==> src/rtl/pga_gain_writer.sv <==
// PGA gain writer: clamps a signed dB request to a PGA code and shifts it out
// over 3-wire SPI (mode 0, MSB first), then blanks for a settle window.
module pga_gain_writer #(
    parameter int CLK_DIV     = 4,
    parameter int GAIN_MIN_DB = -8,
    parameter int GAIN_MAX_DB = 32,
    parameter int FRAME_W     = 8,
    parameter int SETTLE_CYC  = 1000
) (
    input  logic              clk,
    input  logic              rst,
    input  logic signed [7:0] gain_dB_i,
    input  logic              set_gain_i,
    output logic              sclk_o,
    output logic              mosi_o,
    output logic              cs_n_o,
    output logic              busy_o,
    output logic              settling_o,
    output logic signed [7:0] gain_applied_o,
    output logic              done_o
);
    localparam int CODE_W = $clog2(GAIN_MAX_DB - GAIN_MIN_DB + 1);
    localparam int DW     = $clog2(CLK_DIV + 1);
    localparam int BW     = $clog2(FRAME_W + 1);
    localparam int SW     = $clog2(SETTLE_CYC + 1);

    typedef enum logic [1:0] {S_IDLE, S_LOAD, S_SHIFT, S_SETTLE} state_t;

    state_t              r_state, w_state_nxt;
    logic [DW-1:0]       r_div;
    logic [BW-1:0]       r_bit;
    logic [SW-1:0]       r_settle;
    logic                r_high;
    logic [FRAME_W-1:0]  r_shift;
    logic signed [7:0]   r_target;
    logic signed [7:0]   r_gain_applied;
    logic                r_applied_valid;
    logic                r_pend;
    logic signed [7:0]   r_pend_g;

    logic signed [7:0]   w_req_g, w_pend_g, w_load_g;
    logic                w_pend_any, w_same_req, w_same_pend;
    logic                w_div_last, w_bit_last, w_settle_last, w_start, w_done;

    function automatic logic signed [7:0] clamp_db(input logic signed [7:0] x);
        if (int'(x) < GAIN_MIN_DB) return 8'(GAIN_MIN_DB);
        if (int'(x) > GAIN_MAX_DB) return 8'(GAIN_MAX_DB);
        return x;
    endfunction

    function automatic logic [FRAME_W-1:0] to_frame(input logic signed [7:0] g);
        logic [CODE_W-1:0] code;
        code = CODE_W'(int'(g) - GAIN_MIN_DB);
        return FRAME_W'(code);
    endfunction

    assign gain_applied_o = r_gain_applied;
    assign w_req_g        = clamp_db(gain_dB_i);
    // A strobe landing on the final settle cycle supersedes any older pending value.
    assign w_pend_any     = set_gain_i | r_pend;
    assign w_pend_g       = set_gain_i ? w_req_g : r_pend_g;
    assign w_same_req     = r_applied_valid && (w_req_g == r_gain_applied);
    assign w_same_pend    = r_applied_valid && (w_pend_g == r_gain_applied);
    assign w_div_last     = (r_div == DW'(CLK_DIV - 1));
    assign w_bit_last     = (r_bit == BW'(FRAME_W - 1));
    assign w_settle_last  = (r_settle == SW'(SETTLE_CYC - 1));

    always_ff @(posedge clk or posedge rst) begin
        if (rst) r_state <= S_IDLE;
        else     r_state <= w_state_nxt;
    end

    always_comb begin
        w_state_nxt = r_state;
        w_load_g    = w_req_g;
        cs_n_o      = 1'b1;
        sclk_o      = 1'b0;
        mosi_o      = 1'b0;
        busy_o      = 1'b0;
        settling_o  = 1'b0;
        w_done      = 1'b0;
        case (r_state)
            S_IDLE: begin
                if (set_gain_i && !w_same_req) w_state_nxt = S_LOAD;
            end
            S_LOAD: begin
                cs_n_o     = 1'b0;
                mosi_o     = r_shift[FRAME_W-1];
                busy_o     = 1'b1;
                settling_o = 1'b1;
                if (w_div_last) w_state_nxt = S_SHIFT;
            end
            S_SHIFT: begin
                cs_n_o     = 1'b0;
                sclk_o     = r_high;
                mosi_o     = r_shift[FRAME_W-1];
                busy_o     = 1'b1;
                settling_o = 1'b1;
                if (w_div_last && !r_high && w_bit_last) w_state_nxt = S_SETTLE;
            end
            S_SETTLE: begin
                busy_o     = 1'b1;
                settling_o = 1'b1;
                if (w_settle_last) begin
                    w_done   = 1'b1;
                    w_load_g = w_pend_g;
                    w_state_nxt = (w_pend_any && !w_same_pend) ? S_LOAD : S_IDLE;
                end
            end
            default: w_state_nxt = S_IDLE;
        endcase
        done_o  = w_done;
        w_start = (w_state_nxt == S_LOAD) && (r_state != S_LOAD);
    end

    always_ff @(posedge clk or posedge rst) begin
        if (rst) begin
            r_div           <= '0;
            r_bit           <= '0;
            r_settle        <= '0;
            r_high          <= 1'b0;
            r_shift         <= '0;
            r_target        <= '0;
            r_gain_applied  <= '0;
            r_applied_valid <= 1'b0;
            r_pend          <= 1'b0;
            r_pend_g        <= '0;
        end else begin
            if (r_state != S_IDLE && set_gain_i) begin
                r_pend   <= 1'b1;
                r_pend_g <= w_req_g;
            end
            if (w_done) r_pend <= 1'b0;

            if (w_start) begin
                r_target <= w_load_g;
                r_shift  <= to_frame(w_load_g);
                r_div    <= '0;
            end else begin
                case (r_state)
                    S_LOAD: begin
                        if (w_div_last) begin
                            r_div  <= '0;
                            r_high <= 1'b1;
                            r_bit  <= '0;
                        end else begin
                            r_div <= r_div + DW'(1);
                        end
                    end
                    S_SHIFT: begin
                        if (w_div_last) begin
                            r_div <= '0;
                            if (r_high) begin
                                r_high  <= 1'b0;
                                r_shift <= r_shift << 1;
                            end else begin
                                r_high <= 1'b1;
                                r_bit  <= r_bit + BW'(1);
                            end
                            if (w_state_nxt == S_SETTLE) begin
                                r_gain_applied  <= r_target;
                                r_applied_valid <= 1'b1;
                                r_settle        <= '0;
                            end
                        end else begin
                            r_div <= r_div + DW'(1);
                        end
                    end
                    S_SETTLE: r_settle <= r_settle + SW'(1);
                    default: ;
                endcase
            end
        end
    end
endmodule
==> config.mk <==
export PLATFORM = sky130hd
export DESIGN_NAME = pga_gain_writer
export DESIGN_NICKNAME = d
export VERILOG_FILES = /design/src/rtl/pga_gain_writer.sv
export SDC_FILE = /design/constraint.sdc
export NUM_CORES = 1
export LEC_CHECK = 0
export ABC_AREA = 1
export BUFFER_PORTS_ARGS = -buffer_cell sky130_fd_sc_hd__buf_2
export CORE_ASPECT_RATIO = 1.25
export CORE_MARGIN = 2
export CORE_UTILIZATION = 60
export DETAILED_ROUTE_END_ITERATION = 7
export PLACE_DENSITY = 0.79
export SLEW_MARGIN = 10
export SYNTH_ARGS = -nofsm -noshare
export SYNTH_HDL_FRONTEND = slang
export SYNTH_SLANG_ARGS = --single-unit
==> constraint.sdc <==
create_clock -name clk -period 3.2 [get_ports clk]
set_clock_uncertainty 0.2 [all_clocks]
set_input_delay 0.48 -clock clk [delete_from_list [all_inputs] [get_ports clk]]
set_output_delay 0.48 -clock clk [all_outputs]
set_load 0.005 [all_outputs]
==> results.ini, run 1 <==
[clock_network]
cts-root-buf=clkbuf_8
clock_latency_ps=310
clock-sinks=54
cts_setup_buffers=0
cts_inserted_buffers=5
cts_tree=built
clockBufferDepth=2
clk_pin_slew_ps=100
cts_htree_levels=2

[setup_path]
arrival_ps=3040
cp_num_cells=14
crit_buf_inv=2
cp_slowest_cell=dfrtp_1
rrSetupSlack_ps=170
worstPathMaxFanout=15
cp-start-kind=flop
worstPathRequired_ps=3210
setup.worst_path.end_class=flop
critPathLaunch=r_state[0]
r2r-end=r_settle[1]
cp_cell_sequence=inv_1, ha_1, inv_1, o21ai_0, nand2_1, o311ai_0, a31oi_1, nand2_2, nand2_4, nor2_8, nor2_4, nand2_2, nand2_1, nand2_1
crit_type=reg -> reg
cpPeakStageDelay_ps=450
r2r_cells=14
critPathMostFrequentCell=nand2_1
crit_family=simple AND/OR/NAND/NOR gates
reg2reg_from=r_state[0]
crit_end=r_settle[1]

[grt]
grt_pass1_vias=2847
grt-ovfl-total=0
grt_max_degree=32
gr-usage-all-layers=0.251
grt_pass1_wl_mm=12.6
antenna_found_initial=0

[sta]
drv_slew=0
worst_pin_slew_ps=496
slew_headroom=0.666
period_minus_slack_ps=3030
post-route-period-util=0.946
whs_ps=288
max_freq_mhz=330
final_hold_viol_count=0
grt_setup_unrepaired=true
setup_violations=0

[yosys]
synthTopCellsByArea=dfrtp_1 39%, nand2_1 15%, nand3_1 5.7%
netlist.area_leader.share=0.393
syn_nets=469
syn_area_per_cell_sq_um=7.64
synthCells=450
ys.flop_type=dfrtp_1
synth-edff-count=0
synth_common_cells=137 x nand2_1, 54 x dfrtp_1, 40 x inv_1, 39 x nand3_1, 39 x nor2_1
yosysUniqueCellTypes=40
synth.most_common_cell=nand2_1
yosysTopAreaCell=dfrtp_1
syn-cell-area_sq_um=3440
yosysSeqAreaShare=0.393
async_flop_share=1.00
yosysWarningCount=0
synth-seq-cells=54

[drt]
drc_errors=0
drtIter0Drc=247
routedWlPerCell_microns=13.5
routed_wl_mm=7.30
via_per_inst=5.48
dr_total_vias=2964
drtPass1Iterations=5
drtAntennaViolNets=0

[die]
rows=30
io_pins=25
dieHeight_microns=88.6
die_area_sq_um=6350
fp.coreArea_sq_um=5480
start_util=0.627
die_w_microns=71.7

[cells_and_area]
final_cell_area_sq_um=3710
antennaDiodeCount=0
fillers=476
areaGrowthSynthToFinish_pct=7.90
multiInputGateArea_sq_um=1810
seq_area_sq_um=1350
nNetsFinal=495
drive_gt1_frac=0.187

[power_and_ir_drop]
sequentialPowerShare=0.540
ir_drop_uv=328
p_comb_frac=0.090
swShare=0.250
pwr-share-clk=0.370
switching_power_mw=0.321
p_leak_nw=1.94
p_int_mw=0.964
p_per_area_nw_per_um2=347

[outcome]
status=finished clean

[placed_design]
dp_hpwl_mm=5.47
placed_area_sq_um=3580
place_congestion=0.971
port-buffer-count=24

[worst_hold_path]
hold_class=reg -> reg

[job]
maxCapViolCount=0

-- layout by cell type, fill, tap and decap left out, drive strengths merged, types with 2 or more instances in the layout --
cell type / instances
a21oi: 5
nand2: 151
clkinv: 3
a31oi: 2
nand3: 45
inv: 47
dfrtp: 54
or2: 3
ha: 8
nand3b: 3
clkbuf: 5
buf: 29
xor2: 11
nand4: 4
nor3b: 2
nor3: 3
xnor2: 2
nor2: 55
o21ai: 36
-- worst min-delay path by stage --
| stage | to | slack (ps) | cells past startpoint | start |
|---|---|---|---|---|
| 6_report | r_applied_valid | 290 | 2 | r_applied_valid |
| 5_1_grt | r_applied_valid | 320 | 2 | r_applied_valid |
| 4_1_cts | r_applied_valid | 290 | 2 | r_applied_valid |
| 3_5_place_dp | r_applied_valid | 260 | 2 | r_applied_valid |
| 3_3_place_gp | r_pend_g[7] | 260 | 2 | r_pend_g[7] |
| 2_1_floorplan | r_pend_g[7] | 240 | 2 | r_pend_g[7] |
-- registers in the layout (all words and copies together), names as in the netlist --
name,flops
gain_applied_o,8
r_applied_valid,1
r_bit,4
r_div,3
r_high,1
r_pend,1
r_pend_g,8
r_settle,10
r_shift,8
r_state,2
r_target,8
-- power groups by stage --
stage,sequential [mW],combinational (mW),clock [mW]
floorplan,0.707,0.0889,0
global placement,0.708,0.112,0
detailed placement,0.708,0.114,0
CTS,0.694,0.116,0.485
global route,0.696,0.131,0.511
finish,0.695,0.115,0.475
-- metrics by stage --
step                      cells   util  power, mW  TNS, ps  setup slack, ps
after floorplan             450      -      0.796        0              744
after global placement      532  0.653      0.820        0              190
after detailed placement    532  0.653      0.822        0              125
after CTS                   541  0.676       1.29        0              189
after global routing        541  0.676       1.34    -10.6            -10.6
final                       541  0.676       1.29        0              173
-- cell families (layout without fill, tap and decap cells) --
logic type / Yosys count / after routing / synth area share
AND/OR/NAND/NOR: 268 / 268 / 0.383
flip-flops: 54 / 54 / 0.393
adder cells (fa/ha/maj): 8 / 8 / 0.0291
AO/OA/AOI/OAI: 48 / 48 / 0.0816
buffers and inverters: 59 / 86 / 0.0801
XOR/XNOR: 13 / 13 / 0.0331
-- area by class of cell --
| type | instances | area share |
|---|---|---|
| Multi-Input combinational cell | 337 | 0.488 |
| Sequential cell | 54 | 0.364 |
| Inverter | 48 | 0.0493 |
| Timing Repair Buffer | 30 | 0.0452 |
| Tap cell | 64 | 0.0216 |
| Clock buffer | 5 | 0.0186 |
| Clock inverter | 3 | 0.0128 |
-- layer usage --
layer,wire [microns],vias to the layer above,part of all wire,track usage
met4,193,0,0.026,0.106
met5,0,-,0,0
li1,-,1476,-,-
met2,3480,98,0.48,0.413
met1,3290,1374,0.45,0.331
met3,345,16,0.047,0.0376
-- worst register-to-register path, delay by kind of cell, from the launching register on --
family / cells / cell delay, ps
AO/OA/AOI/OAI: 3 / 540
buffers and inverters: 2 / 370
AND/OR/NAND/NOR: 8 / 1060
adder cells (fa/ha/maj): 1 / 310
flip-flops: 1 / 450
-- what timing repair did --
| action | 4_1_cts | 5_1_grt |
|---|---|---|
| gates resized for setup | 0 | 0 |
| hold endpoints to repair | 23 | 0 |
| endpoints found under the setup margin | 0 | 8 |
| hold buffers | 1 | 0 |
Note: power is estimated with default switching activity, not from simulation.
==> inputs of run 2 (changes only) <==
RECOVER_POWER = 100   (was unset)
==> results.ini, run 2 (synthesis results as in run 1) <==
[outcome]
status=finished clean

[clock_network]
clock-sinks=54  ; unchanged
clockBufferDepth=2  ; unchanged
cts_htree_levels=2  ; unchanged
cts-root-buf=clkbuf_8
cts_setup_buffers=0  ; unchanged
cts_inserted_buffers=5  ; unchanged
cts_tree=built
clk_pin_slew_ps=100  ; about the same
clock_latency_ps=310  ; about the same

[cells_and_area]
layout.core_utilization=0.674  ; -0.00297
fin_cells=541  ; unchanged
antennaDiodeCount=0  ; unchanged
largest_reg_flops=10  ; unchanged
drive_gt1_frac=0.174  ; -0.0126
areaGrowthSynthToFinish_pct=7.43
nNetsFinal=495  ; unchanged
regMostFlops=r_settle
final_cell_mix=138 x nand2_1, 54 x dfrtp_1, 40 x inv_1, 40 x nor2_1, 39 x nand3_1
final_common_cell=nand2_1
fillers=482  ; +1.3%

[placed_design]
placed_cells=532  ; unchanged
port-buffer-count=24  ; unchanged
place_congestion=0.971  ; unchanged
dp_hpwl_mm=5.47  ; unchanged

[drt]
drc_errors=0  ; unchanged
drtAntennaViolNets=0  ; unchanged
dr_total_vias=2937  ; -0.91%
via_per_inst=5.43  ; -0.91%
routedWlPerCell_microns=13.5  ; about the same
drtPass1Iterations=5  ; unchanged
routed_wl_mm=7.31  ; about the same
drtIter0Drc=306  ; +24%

[grt]
grt_pass1_vias=2847  ; unchanged
antenna_found_initial=0  ; unchanged
grt_pass1_wl_mm=12.6  ; unchanged
grt_max_degree=32  ; unchanged
gr-usage-all-layers=0.251  ; unchanged
grt-ovfl-total=0  ; unchanged

[die]
die_area_sq_um=6350  ; unchanged
rows=30  ; unchanged
dieHeight_microns=88.6  ; unchanged
io_pins=25  ; unchanged
start_util=0.627  ; unchanged
fp.coreArea_sq_um=5480  ; unchanged
die_w_microns=71.7  ; unchanged

[power_and_ir_drop]
switching_power_mw=0.320  ; -0.29%
sequentialPowerShare=0.541  ; about the same
swShare=0.249  ; -0.000457
p_comb_frac=0.089  ; about the same
ir_drop_uv=329  ; +0.39%
p_per_area_nw_per_um2=348  ; +0.33%
power_mw=1.28  ; -0.11%
pwr-share-clk=0.370  ; about the same
p_int_mw=0.964  ; about the same
p_leak_nw=1.93  ; -0.35%

[sta]
whs_ps=288  ; -0.0550 ps
grt_setup_unrepaired=true
period_minus_slack_ps=3040  ; +13.6 ps
slew_headroom=0.388  ; -0.277
setup_violations=0  ; unchanged
post-route-period-util=0.950  ; +0.00425
worst_pin_slew_ps=917  ; +420 ps
drv_slew=0  ; unchanged
max_freq_mhz=329  ; -0.45%
final_hold_viol_count=0  ; unchanged

[setup_path]
cp-start-kind=flop
cp_slowest_cell=dfrtp_1
worstPathRequired_ps=3210  ; about the same
crit_family=simple AND/OR/NAND/NOR gates
r2r_cells=14  ; unchanged
crit_type=reg -> reg
cp_cell_sequence=inv_1, ha_1, inv_1, o21ai_0, nand2_1, o311ai_0, a31oi_1, nand2_2, nand2_4, nor2_8, nor2_4, nand2_2, nand2_1, nand2_1
setup.worst_path.end_class=flop
crit_buf_inv=2  ; unchanged
cp_num_cells=14  ; unchanged
worstPathMaxFanout=15  ; unchanged
critPathMostFrequentCell=nand2_1
arrival_ps=3050  ; about the same
cpPeakStageDelay_ps=450  ; about the same

[worst_hold_path]
worst_hold_path.num_cells=2  ; unchanged
hold_class=reg -> reg

[job]
maxCapViolCount=0  ; unchanged

==> run 2: changes by cell type in the layout (fill, tap and decap cells not counted), sizes merged <==
cell / change
buf: -4
clkbuf: +4
==> run 2: area by class of cell <==
type | instances | area, sq um | share of cell area
clock inverters | 3 | 47.5 | 0.0129
well taps | 64 | 80.1 | 0.0217
inverters | 48 | 183 | 0.0495
flip-flops and latches | 54 | 1350 | 0.366
clock buffers | 5 | 68.8 | 0.0186
multi-input cells | 337 | 1800 | 0.487
repair buffers | 30 | 161 | 0.0437
==> run 2: final timing paths <==
path | from | slack [ps] | endpoint
worst max-delay path | r_state[0] | 160 | r_settle[1]
worst min-delay path | r_applied_valid | 290 | r_applied_valid
worst max register to register | r_state[0] | 160 | r_settle[1]
worst min register to register | r_applied_valid | 290 | r_applied_valid
max in group asynchronous | rst | 820 | r_state[0]
min in group asynchronous | rst | 700 | r_settle[9]
==> run 2: power by group through the flow <==
stage | Combinational, mW | Sequential, mW | Clock (mW)
3_3_place_gp | 0.112 | 0.708 | 0
3_5_place_dp | 0.114 | 0.708 | 0
2_1_floorplan | 0.0889 | 0.707 | 0
4_1_cts | 0.116 | 0.694 | 0.485
6_report | 0.115 | 0.695 | 0.475
5_1_grt | 0.130 | 0.696 | 0.511
==> run 2: timing repair <==
item,CTS,global route
hold endpoints to repair,23,0
resized for setup,0,0
hold buffers,1,0
endpoints found under the setup margin,0,8
==> run 2: stage by stage <==
stage                     worst slack (ps)  instance area [sq um]  TNS (ps)
after global routing                 -10.6                   3690     -10.6
after detailed placement               125                   3580         0
final                                  159                   3690         0
after global placement                 190                   3580         0
after floorplan                        744                   3440         0
after CTS                              189                   3710         0
==> run 2: metal layers <==
metal  up-vias  GRT usage  wire length, microns
met3        18     0.0376                   310
met1      1364      0.331                  3320
met2        79      0.413                  3460
li1       1476          -                     -
met5         -          0                     0
met4         0      0.106                   214
==> run 2: tightest hold or removal path: stages (launching register included) <==
cell and delay (ps):
dfrtp_1 350, inv_1 50, nand2_1 60
==> inputs of run 3 (changes only) <==
--- a/constraint.sdc
+++ b/constraint.sdc
@@ -4,2 +4,2 @@
 set_output_delay 0.48 -clock clk [all_outputs]
-set_load 0.005 [all_outputs]
+set_load 0.1 [all_outputs]
==> results.ini, run 3 (synthesis results as in run 1) <==
[grt]
grt_pass1_vias=2847  ; unchanged
grt-ovfl-total=0  ; unchanged
gr-usage-all-layers=0.251  ; unchanged
grt_pass1_wl_mm=12.6  ; unchanged
antenna_found_initial=0  ; unchanged
grt_max_degree=32  ; unchanged

[sta]
slew_headroom=0.224  ; -0.164
grt_setup_unrepaired=true
drv_slew=0  ; unchanged
max_freq_mhz=330  ; +0.33%
period_minus_slack_ps=3030  ; -9.99 ps
setup_violations=0  ; unchanged
worst_pin_slew_ps=1170  ; +252 ps
fin_setup_tns_ps=0  ; unchanged
fin_ws_ps=169  ; +9.99 ps
post-route-period-util=0.947  ; -0.00312
final_hold_viol_count=0  ; unchanged

[drt]
drtIter0Drc=278  ; -9.2%
drtAntennaViolNets=0  ; unchanged
routed_wl_mm=7.34  ; +0.42%
dr_total_vias=2919  ; -0.61%
drtPass1Iterations=5  ; unchanged
via_per_inst=5.40  ; -0.61%
routedWlPerCell_microns=13.6  ; +0.42%
drc_errors=0  ; unchanged

[placed_design]
dp_hpwl_mm=5.47  ; unchanged
port-buffer-count=24  ; unchanged
place_ws_ps=125  ; unchanged
place_congestion=0.971  ; unchanged

[cells_and_area]
drive_gt1_frac=0.157  ; -0.0168
largest_reg_flops=10  ; unchanged
fillers=487  ; +1.0%
regMostFlops=r_settle
seq_area_sq_um=1350  ; unchanged
final_cell_mix=138 x nand2_1, 54 x dfrtp_1, 40 x inv_1, 40 x nor2_1, 39 x nand3_1
areaGrowthSynthToFinish_pct=7.21
final_common_cell=nand2_1
antennaDiodeCount=0  ; unchanged
multiInputGateArea_sq_um=1800  ; unchanged
nNetsFinal=495  ; unchanged

[setup_path]
cp_num_cells=14  ; unchanged
cpPeakStageDelay_ps=450  ; about the same
r2r_cells=14  ; unchanged
rrSetupSlack_ps=170  ; about the same
setup.worst_path.end_class=flop
crit_type=reg -> reg
reg2reg_from=r_state[0]
crit_buf_inv=2  ; unchanged
crit_family=simple AND/OR/NAND/NOR gates
arrival_ps=3050  ; about the same
cp_cell_sequence=inv_1, ha_1, inv_1, o21ai_0, nand2_1, o311ai_0, a31oi_1, nand2_2, nand2_4, nor2_8, nor2_4, nand2_2, nand2_1, nand2_1
worstPathMaxFanout=15  ; unchanged
cp-start-kind=flop
crit_end=r_settle[1]
critPathLaunch=r_state[0]
cp_slowest_cell=dfrtp_1
r2r-end=r_settle[1]
worstPathRequired_ps=3220  ; about the same
critPathMostFrequentCell=nand2_1

[clock_network]
cts_setup_buffers=0  ; unchanged
clockBufferDepth=2  ; unchanged
cts_inserted_buffers=5  ; unchanged
clock_latency_ps=320  ; about the same
cts_htree_levels=2  ; unchanged
cts-root-buf=clkbuf_8
clk_pin_slew_ps=100  ; about the same
clock-sinks=54  ; unchanged
cts_tree=built

[die]
io_pins=25  ; unchanged
die_area_sq_um=6350  ; unchanged
fp.coreArea_sq_um=5480  ; unchanged
rows=30  ; unchanged
start_util=0.627  ; unchanged
die_w_microns=71.7  ; unchanged
dieHeight_microns=88.6  ; unchanged

[power_and_ir_drop]
power_mw=1.29  ; +0.18%
p_per_area_nw_per_um2=349  ; +0.38%
ir_drop_uv=329  ; about the same
p_leak_nw=1.91  ; -1.3%

[job]
maxCapViolCount=0  ; unchanged

[worst_hold_path]
hold_class=reg -> reg
hp-start=r_applied_valid

[outcome]
status=finished clean

==> run 3: final cells by class <==
type                       instances  share of cell area
tap                               64              0.0217
clock buffer                       5              0.0187
timing repair buffer              30              0.0418
clock inverter                     3              0.0129
multi-input combinational        337               0.488
inverter                          48              0.0496
sequential                        54               0.367
==> run 3: worst reg2reg max path: stages (launching register included) <==
cell      delay (ps)
dfrtp_1          450
inv_1            130
ha_1             310
inv_1            240
o21ai_0          140
nand2_1           80
o311ai_0         140
a31oi_1          270
nand2_2          130
nand2_4          150
nor2_8            80
nor2_4           240
nand2_2          210
nand2_1          100
nand2_1           60
==> run 3: per-layer routing <==
| metal | track usage | wire (microns) | up-vias |
|---|---|---|---|
| li1 | - | - | 1478 |
| met5 | 0 | 0 | - |
| met1 | 0.331 | 3360 | 1352 |
| met2 | 0.413 | 3480 | 71 |
| met4 | 0.106 | 200 | 0 |
| met3 | 0.0376 | 296 | 18 |
==> run 3: metrics by stage <==
stage | std cells | hold slack, ps | area (sq um) | utilization
floorplan | 450 | 236 | 3440 | -
global placement | 532 | 256 | 3580 | 0.653
detailed placement | 532 | 264 | 3580 | 0.653
CTS | 541 | 289 | 3710 | 0.676
global route | 541 | 318 | 3680 | 0.672
finish | 541 | 294 | 3680 | 0.672
==> run 3: report_power, final <==
group	total, mW	switching (mW)	internal [mW]
combinational	0.115	0.0788	0.0359
clock	0.477	0.239	0.237
sequential	0.695	0.00427	0.690
total	1.29	0.322	0.964
==> run 3: how the worst min path moves through the flow <==
stage	slack [ps]	depth (start not counted)	end
after floorplan	240	2	r_pend_g[7]
after global placement	260	2	r_pend_g[7]
after detailed placement	260	2	r_applied_valid
after CTS	290	2	r_applied_valid
after global routing	320	2	r_target[1]
final	290	2	r_applied_valid
==> run 3: timing repair <==
item | CTS | global route
gates resized for setup | 0 | 1
hold endpoints to repair | 23 | 0
hold buffers | 1 | 0
endpoints found under the setup margin | 0 | 9
